`src/rtl/bubble_seq_pkg.sv`:
```
// ---------------------------------------------------------------------------
// bubble_seq_pkg
// Shared definitions for the bubble data sequencer:
//   - state_t          : sequencer FSM states (IDLE / FETCH / READY / DRIVE)
//   - DEF_POSITION_*   : default minor-loop geometry (2053 positions, 12 bits)
//   - SYNC_STAGES      : depth of the clock-domain synchroniser on each
//                        timing input
// ---------------------------------------------------------------------------
package bubble_seq_pkg;

   localparam int DEF_POSITION_COUNT = 2053;
   localparam int DEF_POSITION_WIDTH = 12;
   localparam int SYNC_STAGES        = 2;

   typedef enum logic [1:0] {
      ST_IDLE  = 2'd0,
      ST_FETCH = 2'd1,
      ST_READY = 2'd2,
      ST_DRIVE = 2'd3
   } state_t;

endpackage

```
`src/rtl/sync_edge_detect.sv`:
```
// ---------------------------------------------------------------------------
// sync_edge_detect
// Brings one timing input from the derived 12MHz domain into master_clock
// through a SYNC_STAGES-flop synchroniser and produces a one-cycle pulse on
// its rising edge.
// Ports:
//   i_clk    in   master clock
//   i_rst_n  in   asynchronous active-low reset (all flops clear to 0)
//   i_async  in   asynchronous level to be synchronised
//   o_level  out  synchronised level
//   o_rise   out  one-cycle pulse when o_level goes 0 -> 1
// ---------------------------------------------------------------------------
module sync_edge_detect
   import bubble_seq_pkg::*;
(
   input  logic i_clk,
   input  logic i_rst_n,
   input  logic i_async,
   output logic o_level,
   output logic o_rise
);

   logic [SYNC_STAGES-1:0] r_sync;
   logic                   r_prev;

   always_ff @(posedge i_clk or negedge i_rst_n) begin
      if (!i_rst_n) begin
         r_sync <= '0;
         r_prev <= 1'b0;
      end else begin
         r_sync <= {r_sync[SYNC_STAGES-2:0], i_async};
         r_prev <= r_sync[SYNC_STAGES-1];
      end
   end

   assign o_level = r_sync[SYNC_STAGES-1];
   assign o_rise  = r_sync[SYNC_STAGES-1] & ~r_prev;

endmodule

```
`src/rtl/bubble_data_sequencer.sv`:
```
// ---------------------------------------------------------------------------
// bubble_data_sequencer
// Emulates the MB3908 sense-amp output behind an MB14506 timing-generator
// emulation. Tracks the absolute bubble position, fetches one bit per
// position_latch from a page buffer (req/ack), and drives it active-low on
// bubble_out_n during the data_out_strobe window.
//
// Ports:
//   master_clock      in   single clock (48MHz)
//   reset_n           in   asynchronous active-low reset
//   position_change   in   field-rotation pulse (12MHz domain)
//   position_latch    in   replicate window (12MHz domain)
//   data_out_strobe   in   detector strobe window (12MHz domain)
//   coil_run          in   high while the field rotates (12MHz domain)
//   page_select       in   bootloop/program page select (12MHz domain)
//   fetch_req         out  buffer read request, level
//   fetch_page        out  page qualifier of the fetch
//   fetch_addr        out  position being fetched
//   fetch_ack         in   one-cycle ack, fetch_data valid in the same cycle
//   fetch_data        in   bubble bit, 1 = bubble present
//   bubble_out_n      out  emulated detector output, active low
//   current_position  out  live position counter
//   underrun          out  sticky: strobe arrived before the bit was fetched
//   overrun           out  sticky: latch arrived while a transfer was busy
//
// Optional build macro BUBBLE_SEQ_STATS_EN adds:
//   fetch_count       out  [15:0] completed fetches, saturating
//   underrun_count    out  [15:0] underrun events, saturating
// ---------------------------------------------------------------------------
module bubble_data_sequencer
   import bubble_seq_pkg::*;
#(
   parameter int POSITION_COUNT   = DEF_POSITION_COUNT,
   parameter int POSITION_WIDTH   = DEF_POSITION_WIDTH,
   parameter int INITIAL_POSITION = 0
) (
   input  logic                      master_clock,
   input  logic                      reset_n,
   input  logic                      position_change,
   input  logic                      position_latch,
   input  logic                      data_out_strobe,
   input  logic                      coil_run,
   input  logic                      page_select,
   output logic                      fetch_req,
   output logic                      fetch_page,
   output logic [POSITION_WIDTH-1:0] fetch_addr,
   input  logic                      fetch_ack,
   input  logic                      fetch_data,
`ifdef BUBBLE_SEQ_STATS_EN
   output logic [15:0]               fetch_count,
   output logic [15:0]               underrun_count,
`endif
   output logic                      bubble_out_n,
   output logic [POSITION_WIDTH-1:0] current_position,
   output logic                      underrun,
   output logic                      overrun
);

   // Synchronised timing inputs
   logic w_pc_lv, w_pc_rise;
   logic w_lt_lv, w_lt_rise;
   logic w_st_lv, w_st_rise;
   logic w_cr_lv, w_cr_rise;
   logic w_ps_lv, w_ps_rise;

   sync_edge_detect u_sync_pc (
      .i_clk   (master_clock),
      .i_rst_n (reset_n),
      .i_async (position_change),
      .o_level (w_pc_lv),
      .o_rise  (w_pc_rise)
   );

   sync_edge_detect u_sync_lt (
      .i_clk   (master_clock),
      .i_rst_n (reset_n),
      .i_async (position_latch),
      .o_level (w_lt_lv),
      .o_rise  (w_lt_rise)
   );

   sync_edge_detect u_sync_st (
      .i_clk   (master_clock),
      .i_rst_n (reset_n),
      .i_async (data_out_strobe),
      .o_level (w_st_lv),
      .o_rise  (w_st_rise)
   );

   sync_edge_detect u_sync_cr (
      .i_clk   (master_clock),
      .i_rst_n (reset_n),
      .i_async (coil_run),
      .o_level (w_cr_lv),
      .o_rise  (w_cr_rise)
   );

   sync_edge_detect u_sync_ps (
      .i_clk   (master_clock),
      .i_rst_n (reset_n),
      .i_async (page_select),
      .o_level (w_ps_lv),
      .o_rise  (w_ps_rise)
   );

   // Each synchroniser offers both level and edge; these are the ones the
   // sequencer has no use for.
   logic w_unused;
   assign w_unused = &{w_pc_lv, w_lt_lv, w_cr_rise, w_ps_rise};

   // Registers
   state_t                    r_state;
   logic                      r_req;
   logic                      r_page;
   logic [POSITION_WIDTH-1:0] r_addr;
   logic [POSITION_WIDTH-1:0] r_position;
   logic                      r_bubble_n;
   logic                      r_underrun;
   logic                      r_overrun;
   logic                      r_late;      // strobe already missed for this fetch
   logic                      r_cr_lv_d;   // previous synced coil_run, for fall detect
   logic                      r_bit;

   logic w_coil_fall;
   logic w_fetch_done;
   logic w_underrun_evt;

   assign w_coil_fall    = r_cr_lv_d & ~w_cr_lv;
   // A coil stop in the same cycle as the ack aborts the transfer instead.
   assign w_fetch_done   = (r_state == ST_FETCH) & fetch_ack & ~w_coil_fall;
   assign w_underrun_evt = (r_state == ST_FETCH) & w_st_rise & ~w_coil_fall;

   // Position counter: bubbles move only while the field rotates.
   always_ff @(posedge master_clock or negedge reset_n) begin
      if (!reset_n) begin
         r_position <= POSITION_WIDTH'(INITIAL_POSITION);
      end else if (w_pc_rise && w_cr_lv) begin
         if (r_position == POSITION_WIDTH'(POSITION_COUNT - 1))
            r_position <= '0;
         else
            r_position <= r_position + POSITION_WIDTH'(1);
      end
   end

   // Sequencer FSM. The latch captures r_position before this cycle's
   // increment, so a coincident position_change never skews the address.
   always_ff @(posedge master_clock or negedge reset_n) begin
      if (!reset_n) begin
         r_state    <= ST_IDLE;
         r_req      <= 1'b0;
         r_page     <= 1'b0;
         r_addr     <= '0;
         r_bubble_n <= 1'b1;
         r_underrun <= 1'b0;
         r_overrun  <= 1'b0;
         r_late     <= 1'b0;
         r_cr_lv_d  <= 1'b0;
      end else begin
         r_cr_lv_d <= w_cr_lv;

         if (w_lt_rise && (r_state != ST_IDLE))
            r_overrun <= 1'b1;
         if (w_underrun_evt)
            r_underrun <= 1'b1;

         case (r_state)
            ST_IDLE: begin
               if (w_lt_rise) begin
                  r_addr  <= r_position;
                  r_page  <= w_ps_lv;
                  r_req   <= 1'b1;
                  r_late  <= 1'b0;
                  r_state <= ST_FETCH;
               end
            end
            ST_FETCH: begin
               if (w_coil_fall) begin
                  r_req   <= 1'b0;
                  r_late  <= 1'b0;
                  r_state <= ST_IDLE;
               end else if (fetch_ack) begin
                  // A late ack is consumed but its window has passed.
                  r_req   <= 1'b0;
                  r_late  <= 1'b0;
                  r_state <= (r_late || w_st_rise) ? ST_IDLE : ST_READY;
               end else if (w_st_rise) begin
                  r_late <= 1'b1;
               end
            end
            ST_READY: begin
               if (w_coil_fall) begin
                  r_state <= ST_IDLE;
               end else if (w_st_rise) begin
                  r_bubble_n <= ~r_bit;
                  r_state    <= ST_DRIVE;
               end
            end
            ST_DRIVE: begin
               // Coil stop is deliberately ignored here: the window completes.
               if (!w_st_lv) begin
                  r_bubble_n <= 1'b1;
                  r_state    <= ST_IDLE;
               end
            end
            default: r_state <= ST_IDLE;
         endcase
      end
   end

   always_ff @(posedge master_clock) begin
      if (w_fetch_done)
         r_bit <= fetch_data;
   end

`ifdef BUBBLE_SEQ_STATS_EN
   logic [15:0] r_fetch_count;
   logic [15:0] r_underrun_count;

   always_ff @(posedge master_clock or negedge reset_n) begin
      if (!reset_n) begin
         r_fetch_count    <= '0;
         r_underrun_count <= '0;
      end else begin
         if (w_fetch_done && (r_fetch_count != 16'hFFFF))
            r_fetch_count <= r_fetch_count + 16'd1;
         if (w_underrun_evt && (r_underrun_count != 16'hFFFF))
            r_underrun_count <= r_underrun_count + 16'd1;
      end
   end

   assign fetch_count    = r_fetch_count;
   assign underrun_count = r_underrun_count;
`endif

   assign fetch_req        = r_req;
   assign fetch_page       = r_page;
   assign fetch_addr       = r_addr;
   assign bubble_out_n     = r_bubble_n;
   assign current_position = r_position;
   assign underrun         = r_underrun;
   assign overrun          = r_overrun;

endmodule
```
`config.mk`:
```
export PLATFORM = sky130hd
export DESIGN_NAME = bubble_data_sequencer
export DESIGN_NICKNAME = d
export VERILOG_FILES = /design/src/rtl/bubble_seq_pkg.sv /design/src/rtl/sync_edge_detect.sv /design/src/rtl/bubble_data_sequencer.sv
export SDC_FILE = /design/constraint.sdc
export NUM_CORES = 1
export LEC_CHECK = 0
export ABC_AREA = 1
export CAP_MARGIN = 25
export CORE_AREA = 4 4 66 68
export CTS_CLUSTER_DIAMETER = 100
export DETAILED_ROUTE_END_ITERATION = 10
export DIE_AREA = 0 0 70 72
export HOLD_SLACK_MARGIN = 0.1
export PLACE_DENSITY_LB_ADDON = 0.15
export SLEW_MARGIN = 40
export SYNTH_ARGS = -nofsm -noshare
export SYNTH_HDL_FRONTEND = slang
export SYNTH_SLANG_ARGS = --single-unit
```
`constraint.sdc`:
```
create_clock -name master_clock -period 2.3 [get_ports master_clock]
set_input_delay 0.575 -clock master_clock [delete_from_list [all_inputs] [get_ports master_clock]]
set_output_delay 0.575 -clock master_clock [all_outputs]
set_load 0.02 [all_outputs]
```
**Word-level counts from Yosys, hierarchy flattened**

Cells that the tools add are included.

- Output and inout port bits: 29
- Register bits after elaboration: 47
- Logic and storage cells: 79

- Equal/unequal tests: 11
- Mux-type cells: 22
- Reductions and logical operators: 12
- Add/subtract/negate cells: 1
- Bitwise gates (word level): 14

Operator list:

| cell | count |
|---|---|
| 2-to-1 mux 2 bit | 7 |
| adder 12 x 1 -> 12 bit (second input constant) | 1 |
| equality test 12 bit (second input constant) | 1 |
| 2-to-1 mux 12 bit | 1 |
| 2-to-1 mux 1 bit | 10 |
| bitwise AND 1 bit | 8 |
| != test 2 bit (second input constant) | 4 |
| one-hot mux 2 bit (4 select lines) | 1 |
| AND reduction 4 bit | 2 |
| != test 3 bit (second input constant) | 2 |
| inverter 1 bit | 6 |
| one-hot mux 1 bit (2 select lines) | 3 |
| AND reduction 3 bit | 2 |
| nonzero test 2 bit | 3 |
| equality test 2 bit (second input constant) | 2 |
| != test 4 bit (second input constant) | 1 |
| equality test 2 x 1 -> 1 bit (second input constant) | 1 |
| logical AND 1 bit | 2 |
| zero test 2 bit | 1 |
| AND reduction 2 bit | 1 |
| logical OR 1 bit | 1 |

**Depth between registers and ports, before layout**

- Depth in word-level cells: 7
- Mapped depth: 8
- Mapped depth without buffers: 8

**Hierarchy**

From an unflattened synthesis, not the netlist that was laid out.

- Cell total of the unflattened synthesis: 232
- Area, all modules: 2,097.0 sq um

By module, submodules not included:

| module | area each (sq um) | instances | cells an instance |
|---|---|---|---|
| bubble_data_sequencer | 1,671.6 | 1 | 207 |
| sync_edge_detect | 85.1 | 5 | 5 |

**Least setup slack after synthesis**

Ideal clock, no wire load.

- Path kind: register -> register
- From: reg r_position[1], in the netlist current_position[1]
- To: reg r_position[10], in the netlist current_position[10]
- Clock period less this slack: 1.309 ns
- Buffers on the path: 0
- Stages on the path, launching flop included: 6
- Arrival: 1.186 ns
- Data required time: 2.177 ns
- Path slack: 0.991 ns
- Cells stage by stage: dfrtp_1 > ha_1 > nand2_1 > nor2_2 > nand3_1 > xor2_1

- Longest elaborated chain between the ends: 2
- Elaborated cells on any way between the ends: 3
- Classes of those cells: 1 x add/sub; 1 x eq/ne; 1 x mux

Ends and longest elaborated chain:

| item | line | source |
|---|---|---|
| start, declared | bubble_data_sequencer.sv:116 | `logic [POSITION_WIDTH-1:0] r_position;` |
| start signal, assigned | bubble_data_sequencer.sv:136 | `r_position <= POSITION_WIDTH'(INITIAL_POSITION);` |
| start signal, assigned | bubble_data_sequencer.sv:141 | `r_position <= r_position + POSITION_WIDTH'(1);` |
| adder 12 x 1 -> 12 bit or equality test 12 bit (tied branches) | bubble_data_sequencer.sv:141, bubble_data_sequencer.sv:138 |  |
| 2-to-1 mux 12 bit (*) | bubble_data_sequencer.sv:138 | `if (r_position == POSITION_WIDTH'(POSITION_COUNT - 1))` |

Every way passes the cells marked *; elsewhere a longest branch is shown, timed or not.
A chain may end at the register's enable or synchronous reset.

**Worst setup path after layout**

- From: reg r_bubble_n, in the netlist bubble_out_n
- To: out bubble_out_n

RTL lines:

| item | line | source |
|---|---|---|
| start, declared | bubble_data_sequencer.sv:117 | `logic r_bubble_n;` |
| start signal, assigned | bubble_data_sequencer.sv:194 | `r_bubble_n <= ~r_bit;` |
| end, declared | bubble_data_sequencer.sv:53 | `output logic bubble_out_n,` |

No word-level cell between the ends.

==> qor.yml <==
status:
  status: "finished, final reports clean"
setup_path:
  worstPathMaxFanout: 2
  crit_required_ps: 1730
  worstPathArrival_ps: 1440
  cp_slowest_cell: "clkdlybuf4s50_1"
  crit_type: "flip-flop to output port"
  max_stage_delay_ps: 590
  critPathCaptureType: "output port"
  path_cells: "clkdlybuf4s50_1"
  cp_num_buf_inv: 1
  path_delay_family: "buffers and inverters"
  cp-start-kind: "flip-flop"
routing:
  drt_iter0_markers: 114
  drcViolationCount: 0
  wl_per_cell_um: 11.8
  vias_per_cell: 4.77
  dr_total_vias: 1474
  ant_nets: 0
  first_pass_iters: 4
  routed_wl_mm: 3.64
global_route:
  grt_antenna_before_repair: 0
  track_usage_pct: 16.2
  grt_pass1_vias: 1391
  grt_overflow: 0
  grt_max_degree: 36
  grt_pass1_wl_mm: 6.31
clocking:
  post_cts_buffers: 0
  clock_latency_ps: 310
  cts_tree: "yes"
  clk_pin_slew_ps: 90
  cts_made_buffers: 5
  cts_buffer_depth: 2
  cts_htree_levels: 2
  ctsResizeCount: 0
  hold_buffers: 0
  cts_root_buf: "clkbuf_8"
  clock-sinks: 47
logic_synthesis:
  synth_top_area_cell: "dfrtp_1"
  synth_edf_count: 1
  synth_cells: 215
  synthArstFlopShare_pct: 97.9
  syn-cell-area_um2: 2030
  synth.area.top_cells: "dfrtp_1 (56%), nand2_1 (12%), inv_1 (5.2%)"
  synth_seq_cells: 47
  yosysUniqueCellTypes: 24
  mappedNetlistNets: 226
  ys_warn_count: 0
  yosysSeqAreaShare_pct: 58.3
  synth.top_cell.area_share_pct: 55.5
  synthFlopType: "dfrtp_1"
  synth_area_per_cell_um2: 9.43
sta:
  slew_headroom_pct: 71.4
  hold_viol_final: 0
  fmax_mhz: 497
  rsz0062_at_grt: "no"
  post-route-period-util_pct: 87.5
  fin_worst_skew_ps: 6.38
  setup_ws_ps: 288
  period_minus_slack_ps: 2010
  worstMarginPinSlew_ps: 429
  drv_slew: 0
  finalSetupTns_ps: 0
  whs_ps: 196
  setup_viol: 0
cells_and_area:
  design_area_um2: 2530
  syn_to_final_growth_pct: 24.9
  drive_gt1_share_pct: 14.7
  finalNetCount: 269
  n_antenna_cell: 0
pwr:
  peakVddDrop_mv: 0.573
  p_leak_uw: 0.00122
  p_per_area_nw_per_um2: 926
floorplan:
  dieArea_um2: 5040
  initial_core_util_pct: 52.6
  die_h_um: 72
  ios: 38
  core-area_um2: 3860
  die_x_um: 70
  rows: 23
run:
  cap_violations: 0
placed_design:
  hpwl_mm: 2.62
  portBuffers: 37
  routabilityCongestion: 0.924
  placed_cell_area_um2: 2430
  dp_slack_ps: 623
worst_hold_path:
  hp-class: "primary input to asynchronous set/reset pin"
## cell usage in the layout, fill, tap and decap left out, drive strengths merged
master         netlist  routed
clkbuf               0       5
inv                 31      33
xor2                 5       5
edfxtp               1       1
nand2               70      70
nand4                3       3
dfstp                1       1
nor2                22      22
a21oi                3       3
ha                   2       2
buf                  3       3
nand3               13      13
o21ai               13      13
nand3b               1       1
dfrtp               45      45
clkdlybuf4s50        0      36
o21bai               2       2
clkinvlp             0       1
## sequential cells by signal, indices dropped and copies added (netlist names), 2 cells and up
name / cells
u_sync_st.r_sync: 2
u_sync_ps.r_sync: 2
u_sync_lt.r_sync: 2
current_position: 12
r_state: 2
u_sync_cr.r_sync: 2
u_sync_pc.r_sync: 2
fetch_addr: 12
## cell type report
class | count | area, µm²
fillers | 321 | 1320
multi-input cells | 134 | 689
well taps | 50 | 62.6
clock inverters | 3 | 27.5
repair buffers | 39 | 383
inverters | 31 | 119
flip-flops and latches | 47 | 1180
clock buffers | 5 | 68.8
## cell usage after synthesis (2+ instances only)
cell type	instances
a21oi_1	3
nand3_1	12
nor2_4	3
o21ai_2	11
nand2_1	64
nor2_2	2
o21bai_1	2
xor2_1	5
buf_6	2
dfrtp_1	45
inv_2	2
nand4_1	3
nand2_2	6
inv_1	28
ha_1	2
nor2_1	17
## power breakdown
part	total, µW	switching [µW]	internal (µW)
combinational	746	435	310
clock	531	306	225
sequential	1070	106	963
total	2350	847	1500
## metrics by stage
step / utilization, % / cells / power [µW]
floorplan: - / 215 / 1560
global placement: 63.1 / 301 / 1820
detailed placement: 63.1 / 301 / 1830
CTS: 65.6 / 309 / 2380
global route: 65.7 / 309 / 2510
finish: 65.7 / 309 / 2350
## final timing paths
kind | from | to | slack [ps] | cells after the start
worst max-delay path | bubble_out_n | bubble_out_n | 290 | 1
worst min-delay path | reset_n | r_late | 200 | 1
min in group master_clock | u_sync_pc.r_sync[0] | u_sync_pc.r_sync[1] | 350 | 0
max in group asynchronous | reset_n | u_sync_pc.r_sync[1] | 1630 | 2
worst min register to register | u_sync_pc.r_sync[0] | u_sync_pc.r_sync[1] | 350 | 0
worst max register to register | current_position[0] | current_position[11] | 940 | 7
## per-layer routing
layer,part of all wire [%],vias up,global-route usage (%),wire [µm]
li1,-,741,-,-
met2,44,44,24.0,1610
met1,47,682,21.4,1700
met5,0,-,0,0
met4,1.9,0,6.38,68
met3,7.1,7,6.51,259
## cell families (layout without fill, tap and decap cells)
| family | Yosys count | after routing | share of synthesized area [%] |
|---|---|---|---|
| AND/OR/NAND/NOR | 109 | 109 | 23.9 |
| flip-flops | 47 | 47 | 58.3 |
| buffers and inverters | 34 | 78 | 7.71 |
| AO/OA/AOI/OAI | 18 | 18 | 6.72 |
| XOR/XNOR | 5 | 5 | 2.16 |
| adder cells (fa/ha/maj) | 2 | 2 | 1.23 |
No activity file was read; power rests on OpenSTA's default activity.
